==> src/rtl/mod_symbol_source.sv <==
// PRBS15 symbol source for the QAM mapper: baud divider, bit-serial symbol assembly, valid/ready, overrun flag.
// Optional build macro SYM_SOURCE_GRAY_EN: Gray-code each I/Q half of sym_data at the output register.
module mod_symbol_source #(
  parameter int unsigned CLK_HZ    = 11059200,
  parameter logic [14:0] PRBS_SEED = 15'h7FFF,
  parameter int unsigned CNT_W     = 16
) (
  input  logic             clk,
  input  logic             rst_n,
  input  logic             enable,
  input  logic [1:0]       mod_type,
  input  logic [1:0]       baud_rate,
  output logic [5:0]       sym_data,
  output logic [2:0]       sym_bits,
  output logic             sym_valid,
  input  logic             sym_ready,
  output logic             sym_overrun,
  output logic [CNT_W-1:0] sym_cnt
);

  localparam logic [13:0] LAST_1200 = 14'(CLK_HZ / 1200 - 1);
  localparam logic [13:0] LAST_2400 = 14'(CLK_HZ / 2400 - 1);
  localparam logic [13:0] LAST_4800 = 14'(CLK_HZ / 4800 - 1);
  localparam logic [13:0] LAST_9600 = 14'(CLK_HZ / 9600 - 1);

  localparam logic [1:0] S_IDLE  = 2'd0;
  localparam logic [1:0] S_WAIT  = 2'd1;
  localparam logic [1:0] S_SHIFT = 2'd2;
  localparam logic [1:0] S_PRES  = 2'd3;

  logic [13:0] div_cnt_reg;
  logic [13:0] div_last;
  logic [1:0]  baud_reg;
  logic        baud_chg;
  logic        tick;

  logic [1:0]  state_reg;
  logic [14:0] lfsr_reg;
  logic        nb;
  logic [5:0]  shift_reg;
  logic [5:0]  shift_next;
  logic [5:0]  sym_out_next;
  logic [2:0]  n_reg;
  logic [2:0]  n_sel;
  logic [2:0]  bit_cnt_reg;

  always_comb begin
    div_last = LAST_1200;
    case (baud_rate)
      2'b01:   div_last = LAST_2400;
      2'b10:   div_last = LAST_4800;
      2'b11:   div_last = LAST_9600;
      default: div_last = LAST_1200;
    endcase
  end

  // A rate change restarts the count from zero and suppresses the tick for that cycle.
  assign baud_chg = (baud_rate != baud_reg);
  assign tick     = enable && !baud_chg && (div_cnt_reg == div_last);

  always_ff @(posedge clk or negedge rst_n) begin
    if (!rst_n) begin
      div_cnt_reg <= '0;
      baud_reg    <= 2'b00;
    end else begin
      baud_reg <= baud_rate;
      if (!enable || baud_chg || tick)
        div_cnt_reg <= '0;
      else
        div_cnt_reg <= div_cnt_reg + 14'd1;
    end
  end

  always_comb begin
    n_sel = 3'd2;
    case (mod_type)
      2'b01:   n_sel = 3'd4;
      2'b10:   n_sel = 3'd6;
      default: n_sel = 3'd2;
    endcase
  end

  assign nb         = lfsr_reg[14] ^ lfsr_reg[13];
  assign shift_next = {shift_reg[4:0], nb};

  function automatic logic [5:0] gray_halves(input logic [5:0] b, input logic [2:0] n);
    logic [5:0] g;
    g = b;
    case (n)
      3'd6:    g = {b[5:3] ^ {1'b0, b[5:4]}, b[2:0] ^ {1'b0, b[2:1]}};
      3'd4:    g = {2'b00, b[3:2] ^ {1'b0, b[3]}, b[1:0] ^ {1'b0, b[1]}};
      default: g = b;
    endcase
    return g;
  endfunction

`ifdef SYM_SOURCE_GRAY_EN
  assign sym_out_next = gray_halves(shift_next, n_reg);
`else
  assign sym_out_next = shift_next;
`endif

  always_ff @(posedge clk or negedge rst_n) begin
    if (!rst_n) begin
      state_reg   <= S_IDLE;
      lfsr_reg    <= PRBS_SEED;
      shift_reg   <= '0;
      n_reg       <= 3'd2;
      bit_cnt_reg <= '0;
      sym_data    <= '0;
      sym_bits    <= 3'd2;
      sym_valid   <= 1'b0;
      sym_overrun <= 1'b0;
      sym_cnt     <= '0;
    end else begin
      sym_overrun <= 1'b0;
      // Disabling abandons any partial symbol but keeps the LFSR so the stream resumes seamlessly.
      if (!enable) begin
        state_reg <= S_IDLE;
        sym_valid <= 1'b0;
      end else begin
        case (state_reg)
          S_IDLE: state_reg <= S_WAIT;
          S_WAIT: begin
            if (tick) begin
              n_reg       <= n_sel;
              bit_cnt_reg <= n_sel;
              shift_reg   <= '0;
              state_reg   <= S_SHIFT;
            end
          end
          S_SHIFT: begin
            lfsr_reg    <= {lfsr_reg[13:0], nb};
            shift_reg   <= shift_next;
            bit_cnt_reg <= bit_cnt_reg - 3'd1;
            if (bit_cnt_reg == 3'd1) begin
              sym_data  <= sym_out_next;
              sym_bits  <= n_reg;
              sym_valid <= 1'b1;
              state_reg <= S_PRES;
            end
          end
          S_PRES: begin
            // A tick here is dropped: no LFSR step, so the bit stream stays contiguous.
            if (tick)
              sym_overrun <= 1'b1;
            if (sym_ready) begin
              sym_valid <= 1'b0;
              sym_cnt   <= sym_cnt + CNT_W'(1);
              state_reg <= S_WAIT;
            end
          end
          default: state_reg <= S_IDLE;
        endcase
      end
    end
  end

endmodule

==> config.mk <==
export PLATFORM = sky130hd
export DESIGN_NAME = mod_symbol_source
export DESIGN_NICKNAME = d
export VERILOG_FILES = /design/src/rtl/mod_symbol_source.sv
export SDC_FILE = /design/constraint.sdc
export NUM_CORES = 1
export LEC_CHECK = 0
export CELL_PAD_IN_SITES_DETAIL_PLACEMENT = 0
export CELL_PAD_IN_SITES_GLOBAL_PLACEMENT = 1
export CORE_MARGIN = 2
export CORE_UTILIZATION = 35
export CTS_CLUSTER_SIZE = 24
export DETAILED_ROUTE_END_ITERATION = 8
export PLACE_DENSITY = 0.71
export SYNTH_ARGS = -nofsm -noshare
export SYNTH_HDL_FRONTEND = slang
export SYNTH_SLANG_ARGS = --single-unit
==> constraint.sdc <==
create_clock -name clk -period 2.9 [get_ports clk]
set_input_delay 0.87 -clock clk [delete_from_list [all_inputs] [get_ports clk]]
set_output_delay 0.87 -clock clk [all_outputs]
set_load 0.01 [all_outputs]
==> impl_metrics.ini, run 1 <==
[sta]
setup_viol = 0
post-route-min-period_ns = 2.495
finalClockSkew_ns = 0.006880
drv_slew = 0
max_freq_ghz = 0.4008
slew_headroom = 0.5655
tightestPinTransition_ns = 0.6517
finalHoldViolCount = 0
rsz0062_at_grt = false
finalHoldWorstSlack_ns = 0.4537
fin_crit_sh = 0.8604

[synthesis]
yosysSeqAreaShare = 0.5440
synth_area_sq_um = 3213
synth_area_leaders = dfrtp_1, dfstp_2, nand2_1
syn-num-nets = 337
yosysWarningCount = 0
syn_area_per_cell_sq_um = 10.01
syn_inst = 321
synth_cell_types = 39
ys_seq_elements = 69
yosys.area.top_type_share = 0.4050
synth_area_leader_cell = dfrtp_1

[floorplanning]
core_area_sq_um = 8806
die_width_um = 99.82
die_area_sq_um = 9963
fp-row-count = 34
initial_core_util = 0.3649
top_level_ports = 35
die_h_um = 99.82

[clocking]
clk_latency_ns = 0.34
holdBufCountCts = 0
clkSlewWorstSetupHoldPaths_ns = 0.07
clockBufferDepth = 2
cts_tree = done
cts_buffers = 9
htree_levels = 3
post_cts_buffers = 0
clock-sinks = 69
cts_root_buffer = clkbuf_8

[pwr]
power.density_nw_per_um2 = 596.3
power_leakage_nw = 1.822
p_total_mw = 2.364
max-vdd-ir-drop_mv = 0.2999

[min_path]
hold_class = reg2reg
hold_start = lfsr_reg[0]

[setup_path]
cp-startpoint = baud_rate[0]
worstSetupStartpointType = input pin
critPathRequiredTime_ns = 3.17
critPathKind = in2reg
critPathMaxFanout = 8
r2r-start = div_cnt_reg[8]
critPathCaptureType = flip-flop
crit_arrival_ns = 2.76

[layout]
final_common_cell = nand2_1
fin_nets = 384
layoutNonFillerInstCount = 481
fin_util = 0.4501
nFillCells = 841
layout-drive-gt1-share = 0.1689
area_growth_syn_to_layout_pct = 23.36
mostFrequentLayoutCells = nand2_1, dfrtp_1, clkdlybuf4s50_1
largest_reg_flops = 16
n_antenna_cell = 0

[placed_design]
place_congestion = 0.7428
port_buffers = 33
post-dp-hpwl_um = 4167
placed_cells = 465

[drt]
drtIter0Drc = 100
routed-via-count = 2283
wl_per_cell_um = 12.66
drcViolationCount = 0
dr.pass1.iters = 4
ant_nets = 0
post_drt_via_cell_ratio = 4.746
routed_wl_um = 6089

[global_routing]
grt_antenna_before_repair = 0
gr-usage-all-layers = 0.1332
grt_max_degree = 43
grt_pass1_vias = 2283
grt_overflow_total = 0
grt_pass1_wl_um = 10620

[status]
run_status = finished, final reports clean

[run]
cap_violations = 0
-- area by class of cell --
| class | count | area (sq um) | share of cell area |
|---|---|---|---|
| Clock buffer | 9 | 123.9 | 0.03125 |
| Multi-Input combinational cell | 227 | 1363 | 0.3438 |
| Sequential cell | 69 | 1748 | 0.4410 |
| Tap cell | 108 | 135.1 | 0.03409 |
| Clock inverter | 7 | 90.09 | 0.02273 |
| Inverter | 13 | 48.80 | 0.01231 |
| Timing Repair Buffer | 48 | 455.4 | 0.1149 |
-- cells by family (layout without fill, tap and decap cells) --
logic type	Yosys count	after routing	synth area share
and+or+nand+nor	143	143	0.2029
muxes	11	11	0.03855
other	1	1	0.001167
xor gates and xnor gates	30	30	0.08178
buffers and inverters	25	77	0.03271
adders and majority gates	8	8	0.03115
DFF	69	69	0.5440
AOI/OAI and AO/OA	34	34	0.06776
-- cell usage after synthesis (all sizes together) --
| cell | count |
|---|---|
| a21oi | 13 |
| xnor2 | 18 |
| buf | 3 |
| or3b | 2 |
| nor4 | 1 |
| or4 | 1 |
| or2 | 1 |
| and3 | 5 |
| a32oi | 1 |
| inv | 13 |
| clkbuf | 9 |
| and4 | 1 |
| dfstp | 17 |
| nor2 | 28 |
| nand2 | 71 |
| nand3b | 3 |
| o21a | 1 |
| and2 | 3 |
| o41a | 1 |
| dfrtp | 52 |
| mux2 | 8 |
| xor2 | 12 |
| nand3 | 12 |
| mux2i | 3 |
| or4bb | 2 |
| a21o | 2 |
| conb | 1 |
| a211o | 1 |
| ha | 8 |
| a31oi | 2 |
| nor2b | 2 |
| o21ai | 9 |
| nor3 | 5 |
| a221o | 4 |
| nand4 | 6 |
-- repair_timing --
item	in CTS	in global routing
hold endpoints to repair	0	0
resized for setup	0	3
setup endpoints to repair	0	6
-- layer usage --
| layer | track usage | share of wire | vias to the layer above |
|---|---|---|---|
| met5 | 0 | 0 | - |
| met4 | 0.06006 | 0.0071 | 0 |
| met3 | 0.03134 | 0.029 | 5 |
| met2 | 0.2043 | 0.46 | 31 |
| met1 | 0.1804 | 0.51 | 1087 |
| li1 | - | - | 1160 |
-- metrics by stage --
| step | cell area, sq um | worst slack, ns | setup TNS (ns) |
|---|---|---|---|
| after global placement | 3742 | -0.2809 | -3.185 |
| final | 3964 | 0.4048 | 0 |
| after CTS | 3956 | 0.004606 | 0 |
| after global routing | 3964 | 0.3170 | 0 |
| after floorplan | 3213 | 0.2439 | 0 |
| after detailed placement | 3742 | -0.3605 | -3.946 |
-- final timing paths --
check / endpoint / slack, ns / cells past startpoint
worst max-delay path: bit_cnt_reg[2] / 0.40 / 7
worst min-delay path: lfsr_reg[1] / 0.45 / 2
worst max register to register: bit_cnt_reg[2] / 0.66 / 6
worst min register to register: lfsr_reg[1] / 0.45 / 2
max in group asynchronous: sym_bits[1] / 1.63 / 2
min in group asynchronous: sym_cnt[12] / 0.55 / 1
-- critical path, cell delays in order --
cell            delay, ns
dlymetal6s2s_1       0.20
or4bb_1              0.51
a21oi_1              0.14
a31oi_1              0.08
or4_4                0.54
mux2_4               0.32
o21ai_2              0.10
-- power by group --
part	internal [mW]	switching [mW]	total [mW]
clock	0.479	0.367	0.847
combinational	0.194	0.246	0.441
sequential	1.03	0.0513	1.08
(Power assumes the default switching activity.)
==> run 2, diff against run 1 <==
- PLACE_DENSITY: 0.71 -> not set
- PLACE_DENSITY_LB_ADDON: not set -> 0.1
- TNS_END_PERCENT: not set -> 30
==> run 2 against run 1 <==
Net effect: clock skew rose by 0.0060 ns; critical path type unchanged; critical path depth unchanged; sequential cell count did not move; design area shrank 0.32%; utilization is 0.14 points lower; sequential share of layout area is 0.14 points higher; clock-buffer cell count is the same; routed wire length increased by 1.9%; non-clock buffer count stayed put; worst setup slack got worse by 0.32 ns; first-iteration DRC count shrank 38%.
==> impl_metrics.ini, run 2 (same netlist as run 1, synthesis figures left out) <==
[setup_path]
critPathCaptureType = flip-flop
slowest_stage = clkdlybuf4s50_1
slowest_delay_ns = 0.54
critPathRequiredTime_ns = 3.17
critPathMaxFanout = 6
crit_arrival_ns = 3.08
worstSetupStartpointType = input pin
critPathKind = in2reg
path_cells = clkdlybuf4s50_1 > or4bb_1 > a21oi_1 > a31oi_1 > or4_4 > mux2_4 > o21ai_2

[pwr]
max-vdd-ir-drop_mv = 0.3279
power_leakage_nw = 1.807
power.density_nw_per_um2 = 583.8
p_total_mw = 2.307

[clocking]
clockBufferDepth = 2
cts_buffers = 9
post_cts_buffers = 0
clk_latency_ns = 0.34
htree_levels = 3
cts_root_buffer = clkbuf_8
clkSlewWorstSetupHoldPaths_ns = 0.08
cts_tree = done
clock-sinks = 69

[placed_design]
port_buffers = 33
post-dp-hpwl_um = 4224
place_congestion = 0.7171
dpl_cell_area_sq_um = 3742

[floorplanning]
die_area_sq_um = 9963
die_h_um = 99.82
top_level_ports = 35
die_width_um = 99.82
initial_core_util = 0.3649
core_area_sq_um = 8806
fp-row-count = 34

[run]
cap_violations = 0

[sta]
setup_viol = 0
fin_crit_sh = 0.9704
max_freq_ghz = 0.3554
drv_slew = 0
finalHoldViolCount = 0
rsz0062_at_grt = true
finalClockSkew_ns = 0.01287
post-route-min-period_ns = 2.814

[layout]
mostFrequentLayoutCells = nand2_1, dfrtp_1, clkdlybuf4s50_1
fin_nets = 384
area_growth_syn_to_layout_pct = 22.98
layout-drive-gt1-share = 0.1716
stdcell_area_sq_um = 3951
largest_reg_flops = 16
nFillCells = 866
final_common_cell = nand2_1
n_antenna_cell = 0

[global_routing]
grt_max_degree = 70
grt_overflow_total = 0
grt_antenna_before_repair = 0
grt_pass1_wl_um = 11040
grt_pass1_vias = 2301
gr-usage-all-layers = 0.1385

[drt]
drtIter0Drc = 62
wl_per_cell_um = 12.90
dr.pass1.iters = 4
ant_nets = 0
post_drt_via_cell_ratio = 4.723
drcViolationCount = 0
routed-via-count = 2272
routed_wl_um = 6207

[min_path]
hold_class = reg2reg

[status]
run_status = finished, final reports clean
run 2: changes by cell type in the layout (fill, tap and decap cells not counted):
cell             change
dlymetal6s2s_1       -1
clkinv_4             +2
nor4_1               -1
clkinvlp_4           -1
inv_6                +1
nor4_2               +1
bufinv_16            -1
clkdlybuf4s50_1      +1
clkinv_2             -1
run 2: cell type report:
cell class / count / area [sq um] / share of cell area
Clock buffer: 9 / 123.9 / 0.03135
Clock inverter: 7 / 73.82 / 0.01868
Inverter: 13 / 48.80 / 0.01235
Multi-Input combinational cell: 227 / 1369 / 0.3464
Sequential cell: 69 / 1748 / 0.4424
Tap cell: 108 / 135.1 / 0.03420
Timing Repair Buffer: 48 / 452.9 / 0.1146
run 2: stage by stage:
step / cells / worst slack [ns] / hold WS, ns / TNS, ns / util
after global placement: 465 / -0.2523 / 0.4401 / -2.540 / 0.4250
after CTS: 481 / 0.07462 / 0.4479 / 0 / 0.4474
after global routing: 481 / -0.008119 / 0.4674 / -0.008119 / 0.4487
final: 481 / 0.08593 / 0.4449 / 0 / 0.4487
after detailed placement: 465 / -0.2842 / 0.4412 / -2.768 / 0.4250
after floorplan: 321 / 0.2439 / 0.4346 / 0 / -
run 2: metal layers:
metal	global-route usage	vias up	wire, um
met5	0	-	0
met4	0.04426	0	86
met3	0.03621	7	151
met2	0.2152	22	2861
met1	0.1901	1091	3107
li1	-	1152	-
run 2: path summary, 6_finish.rpt:
check	startpoint	endpoint	slack (ns)	depth (start not counted)
max in group asynchronous	rst_n	lfsr_reg[0]	2.03	2
worst max register to register	div_cnt_reg[10]	bit_cnt_reg[2]	0.66	6
worst min register to register	lfsr_reg[0]	lfsr_reg[1]	0.44	2
worst max-delay path	baud_rate[0]	bit_cnt_reg[2]	0.09	7
worst min-delay path	lfsr_reg[0]	lfsr_reg[1]	0.44	2
min in group asynchronous	rst_n	n_reg[2]	0.55	2
run 2: what timing repair did:
action                                 in CTS  in global routing
endpoints found under the hold margin       0                  0
resized for setup                           0                  3
hold buffers                                0                  0
setup endpoints to repair                   0                  6
run 2: worst max-delay path: cells and delay by family:
family                 cells  cell delay, ns
muxes                      1            0.32
AOI/OAI and AO/OA          3            0.32
buffers and inverters      1            0.54
and+or+nand+nor            2            1.03
run 2: power by group:
group | switching, mW | internal, mW
sequential | 0.0503 | 1.03
clock | 0.384 | 0.400
combinational | 0.251 | 0.196
==> variant 1, RTL diff (settings of run 2) <==
Put one more register stage on the output `sym_cnt`, cleared by the reset. The value now appears one clock later. The other outputs are not delayed to match.
--- a/src/rtl/mod_symbol_source.sv
+++ b/src/rtl/mod_symbol_source.sv
@@ -27,6 +27,8 @@
   localparam logic [1:0] S_WAIT  = 2'd1;
   localparam logic [1:0] S_SHIFT = 2'd2;
   localparam logic [1:0] S_PRES  = 2'd3;
+
+  logic [CNT_W-1:0] sym_cnt_s0;
 
   logic [13:0] div_cnt_reg;
   logic [13:0] div_last;
@@ -111,7 +113,7 @@
       sym_bits    <= 3'd2;
       sym_valid   <= 1'b0;
       sym_overrun <= 1'b0;
-      sym_cnt     <= '0;
+      sym_cnt_s0  <= '0;
     end else begin
       sym_overrun <= 1'b0;
       // Disabling abandons any partial symbol but keeps the LFSR so the stream resumes seamlessly.
@@ -146,7 +148,7 @@
               sym_overrun <= 1'b1;
             if (sym_ready) begin
               sym_valid <= 1'b0;
-              sym_cnt   <= sym_cnt + CNT_W'(1);
+              sym_cnt_s0 <= sym_cnt_s0 + CNT_W'(1);
               state_reg <= S_WAIT;
             end
           end
@@ -156,5 +158,13 @@
     end
   end
 
+  always_ff @(posedge clk or negedge rst_n) begin
+    if (!rst_n) begin
+      sym_cnt <= '0;
+    end else begin
+      sym_cnt <= sym_cnt_s0;
+    end
+  end
+
 endmodule
 
Check against the original RTL: same outputs for any inputs over 10 cycles, from zero or initial values and one cycle with rst_n low; that may be too few to reach the edited logic, so the function may still have changed.
==> variant 1 against run 2 <==
Sequential cell count is 16 higher; power is 17% higher; global-route usage about the same; synthesized area grew 15%; utilization down 1.1 points; final area increased by 14%; maximum frequency up 4.8%; synthesized cell count is 7.5% higher; routed wire length up 16%; final cell count grew 12%; largest power group unchanged; setup slack better by 0.13 ns; sequential power rose by 25%.
==> variant 1: results (changes against run 2) <==
[clocking]
post_cts_buffers = 0  ; unchanged
clk-insertion-delay-late_ns = 0.35
max-clock-path-buffers = 2  ; unchanged
root_buffer = clkbuf_8
h-tree-depth = 3  ; unchanged
cts.reportedPaths.clkPinSlew_ns = 0.08  ; about the same
numCtsBuffers = 9  ; unchanged
ctsResizeCount = 0  ; unchanged

[finish]
finish.utilization = 0.4378  ; -0.01092
nets = 416  ; +8.3%
final_layout_size_suffix_gt1_frac = 0.1654  ; -0.006150
diodes = 0  ; unchanged

[logic_synthesis]
synthTopCellsByArea = dfrtp_1, dfstp_2, nand2_1
syn_nets = 361  ; +7.1%
async_reset_ff_frac = 1.000  ; unchanged
synth_top_flop_cell = dfrtp_1
ys_types = 46  ; +18%
ys_warn_count = 0  ; unchanged
netlist_top_cells_count = dfrtp_1, nand2_1, nor2_1
ys_seq_area_frac = 0.5832  ; +0.03922

[critical_path]
slowest_stage = clkdlybuf4s50_1
slowest_delay_ns = 0.45  ; -0.09 ns
crit_arrival_ns = 2.93  ; -0.15 ns
worst-path-max-fanout = 5  ; -1

[placed_design]
pre_cts_ws_ns = -0.1352  ; +0.1490 ns
post-dp-hpwl_um = 4761  ; +13%
dpl-instance-area_um2 = 4314  ; +15%
place.gp.congestion = 0.7036  ; -1.9%
numPortBuffers = 33  ; unchanged

[pwr]
peakVddDrop_mv = 0.2435  ; -26%
leakage_nw = 2.051  ; +13%

[grt]
first_global_vias = 2553  ; +11%
grt_util_all_layers = 0.1389  ; +0.0003704
antenna_found_initial = 0  ; unchanged
grt_pass1_wl_um = 12400  ; +12%
grt_max_degree = 37  ; -47%

[routing]
wl_per_cell_um = 13.33  ; +3.3%
firstDrtPassIters = 6  ; +2
drt_iter0_drc = 84  ; +35%
drt-vias-per-instance = 4.641  ; -1.7%

[hold_path]
hp-class = flop to flop

[timing]
fin_skew_ns = 0.01601  ; +0.003140 ns

[run_status]
outcome = finished clean

variant 1: cell families (layout without fill, tap and decap cells):
logic type / count (synthesis) / after routing / synth area share
flops: 85 / 85 / 0.5832
buf+inv: 23 / 83 / 0.02548
compound gates: 40 / 40 / 0.07473
fa+ha+maj: 8 / 8 / 0.02717
other cells: 1 / 1 / 0.001018
simple gates: 147 / 147 / 0.1855
mux: 10 / 10 / 0.02921
xor+xnor: 31 / 31 / 0.07371
variant 1: final timing paths:
path / start / end / slack, ns / cells past startpoint
worst max-delay path: baud_rate[0] / state_reg[1]$_DFFE_PN0P_ / 0.22 / 10
worst min-delay path: sym_cnt_s0[15]$_DFFE_PN0P_ / sym_cnt[15]$_DFF_PN0_ / 0.40 / 0
worst max register to register: div_cnt_reg[0]$_DFF_PN0_ / state_reg[1]$_DFFE_PN0P_ / 0.62 / 9
worst min register to register: sym_cnt_s0[15]$_DFFE_PN0P_ / sym_cnt[15]$_DFF_PN0_ / 0.40 / 0
max in group asynchronous: rst_n / sym_bits[1]$_DFFE_PN1P_ / 1.80 / 2
min in group asynchronous: rst_n / sym_cnt[1]$_DFF_PN0_ / 0.47 / 1
variant 1: power breakdown:
group / total [W] / switching [W] / internal, W
combinational: 0.000538 / 0.000293 / 0.000245
clock: 0.000806 / 0.000441 / 0.000365
sequential: 0.00135 / 0.0000710 / 0.00128
variant 1: final cells by class:
type	instances	area, um^2
clock buffer	11	152.6
fill	1012	5778
multi-input combinational	237	1441
timing repair buffer	56	513.0
tap	136	170.2
sequential	85	2148
inverter	11	41.29
clock inverter	5	32.53
variant 1: per-layer routing:
metal,GRT usage,up-vias,routed length (um)
met2,0.2116,39,3208
met3,0.02614,10,217
met1,0.1943,1203,3657
met5,0,-,0
li1,-,1259,-
met4,0.05937,0,129
variant 1: stage by stage:
stage	cells	hold WS, ns
2_1_floorplan	345	0.3537
3_3_place_gp	525	0.3637
3_5_place_dp	525	0.3788
4_1_cts	541	0.3998
5_1_grt	541	0.4054
6_report	541	0.3989
variant 1: worst max-delay path: cells and delay by family:
kind / cells / cell delay [ns]
buf+inv: 4 / 0.92
simple gates: 1 / 0.15
compound gates: 5 / 0.98
==> variant 2, RTL diff (settings of run 2) <==
Made on the original files. `CNT_W`: 16 -> 32.
--- a/src/rtl/mod_symbol_source.sv
+++ b/src/rtl/mod_symbol_source.sv
@@ -3,7 +3,7 @@
 module mod_symbol_source #(
   parameter int unsigned CLK_HZ    = 11059200,
   parameter logic [14:0] PRBS_SEED = 15'h7FFF,
-  parameter int unsigned CNT_W     = 16
+  parameter int unsigned CNT_W     = 32
 ) (
   input  logic             clk,
   input  logic             rst_n,
Interface: changed (resized sym_cnt); port bits go from 35 to 51. No check against the original RTL was run, so the function may have changed too.
==> variant 2 against run 2 <==
Largest power group unchanged; setup slack better by 0.24 ns; critical path depth unchanged; routed wire length up 25%; synthesized area up 23%; final area up 27%; sequential cell count up 16; final cell count up 23%; clock skew down 0.0056 ns; power up 40%; first-iteration DRC count up 95%; clock power up 40%.
==> variant 2: results (changes against run 2) <==
[logic_synthesis]
synth_xor_area_frac = 0.1042  ; +0.02247
ys_seq_area_frac = 0.5440  ; about the same
syn_nets = 397  ; +18%
synthTopCellsByArea = dfrtp_1, dfstp_2, nand2_1
synth-compound-area-share = 0.06084  ; -0.006921
async_reset_ff_frac = 1.000  ; unchanged
synth_top_flop_cell = dfrtp_1
netlist_top_cells_count = nand2_1, dfrtp_1, nor2_1
synth_adder_area_share = 0.02535  ; -0.005804
synth_mux_area_frac = 0.02503  ; -0.01352
ys_types = 51  ; +31%

[finish]
nFillCells = 1064  ; +23%
diodes = 0  ; unchanged
nClkBuffers = 12  ; +3
clk_share = 0.05761  ; +0.007574
seq_cell_count = 85  ; +23%
nets = 465  ; +21%
buffers = 70  ; +46%
largest_reg_flops = 32  ; +16
num-nonclk-inverters = 12  ; -1
buf_share = 0.1317  ; +0.01704
multi_input_cells = 271  ; +19%
final_layout_size_suffix_gt1_frac = 0.1476  ; -0.02400
regArea_um2 = 2148  ; +23%
multi_input_area_um2 = 1699  ; +24%

[critical_path]
worst-path-max-fanout = 3  ; -3
cp_top_family = simple AND/OR/NAND/NOR gates
slowest_stage = clkdlybuf4s50_1
crit_arrival_ns = 2.83  ; -0.25 ns

[timing]
drv_slew = 0  ; unchanged
slew_headroom = 0.6509
fin_skew_ns = 0.007292  ; -0.005581 ns

[run_status]
outcome = finished clean

[routing]
drt_iter0_drc = 121  ; +95%
via_count = 2858  ; +26%
wirelength_um = 7752  ; +25%

[pwr]
p_int_w = 0.002304  ; +42%
peakVddDrop_mv = 0.2845  ; -13%
combPwrFrac = 0.213  ; +0.019
leakage_nw = 2.273  ; +26%
pg_clk_w = 0.00110  ; +40%

[grt]
grt_pass1_wl_um = 13560  ; +23%
grt_util_all_layers = 0.1437  ; +0.005196
first_global_vias = 2786  ; +21%
grt_max_degree = 47  ; -33%

[clocking]
h-tree-depth = 3  ; unchanged
numCtsBuffers = 9  ; unchanged
post_cts_buffers = 0  ; unchanged
cts.reportedPaths.clkPinSlew_ns = 0.07
max-clock-path-buffers = 2  ; unchanged
root_buffer = clkbuf_16

[placed_design]
numPortBuffers = 49  ; +48%
place.gp.congestion = 0.7473  ; +4.2%
post-dp-hpwl_um = 5454  ; +29%

[hold_path]
hp-class = flop to flop

[variant 2: final timing paths]
check                                              start                       to  slack [ns]  cells past startpoint
worst max-delay path                              enable  sym_cnt[31]$_DFFE_PN0P_        0.32                      7
worst min-delay path             lfsr_reg[6]$_DFFE_PN1P_  lfsr_reg[7]$_DFFE_PN1P_        0.45                      2
worst max register to register  state_reg[0]$_DFFE_PN0P_  sym_cnt[31]$_DFFE_PN0P_        0.67                      7
worst min register to register   lfsr_reg[6]$_DFFE_PN1P_  lfsr_reg[7]$_DFFE_PN1P_        0.45                      2
max in group asynchronous                          rst_n  lfsr_reg[3]$_DFFE_PN1P_        1.69                      2
min in group asynchronous                          rst_n  sym_cnt[25]$_DFFE_PN0P_        0.51                      1
[variant 2: kinds of logic after synthesis]
logic type,Yosys count
multiplexers,9
buffers and inverters,25
other,1
XOR/XNOR,47
flip-flops,85
AO/OA/AOI/OAI,33
adder cells (fa/ha/maj),8
AND/OR/NAND/NOR,173
[variant 2: through the flow]
stage          hold slack [ns]  setup WS (ns)  area (um^2)  power, W  std cells
5_1_grt                 0.4601        0.07609         5017  0.003442        594
2_1_floorplan           0.4346         0.3681         3949  0.001873        381
3_5_place_dp            0.4453        -0.1072         4726  0.002165        578
3_3_place_gp            0.4409       -0.04098         4726  0.002151        578
6_report                0.4472         0.3244         5017  0.003232        594
4_1_cts                 0.4512         0.2408         5015  0.003287        594
[variant 2: routing by layer]
| metal | up-vias | wire length [um] | track usage | part of all wire |
|---|---|---|---|---|
| li1 | 1425 | - | - | - |
| met1 | 1385 | 3820 | 0.1959 | 0.49 |
| met2 | 44 | 3570 | 0.2266 | 0.46 |
| met3 | 4 | 294 | 0.03351 | 0.038 |
| met4 | 0 | 67 | 0.04643 | 0.0086 |
| met5 | - | 0 | 0 | 0 |
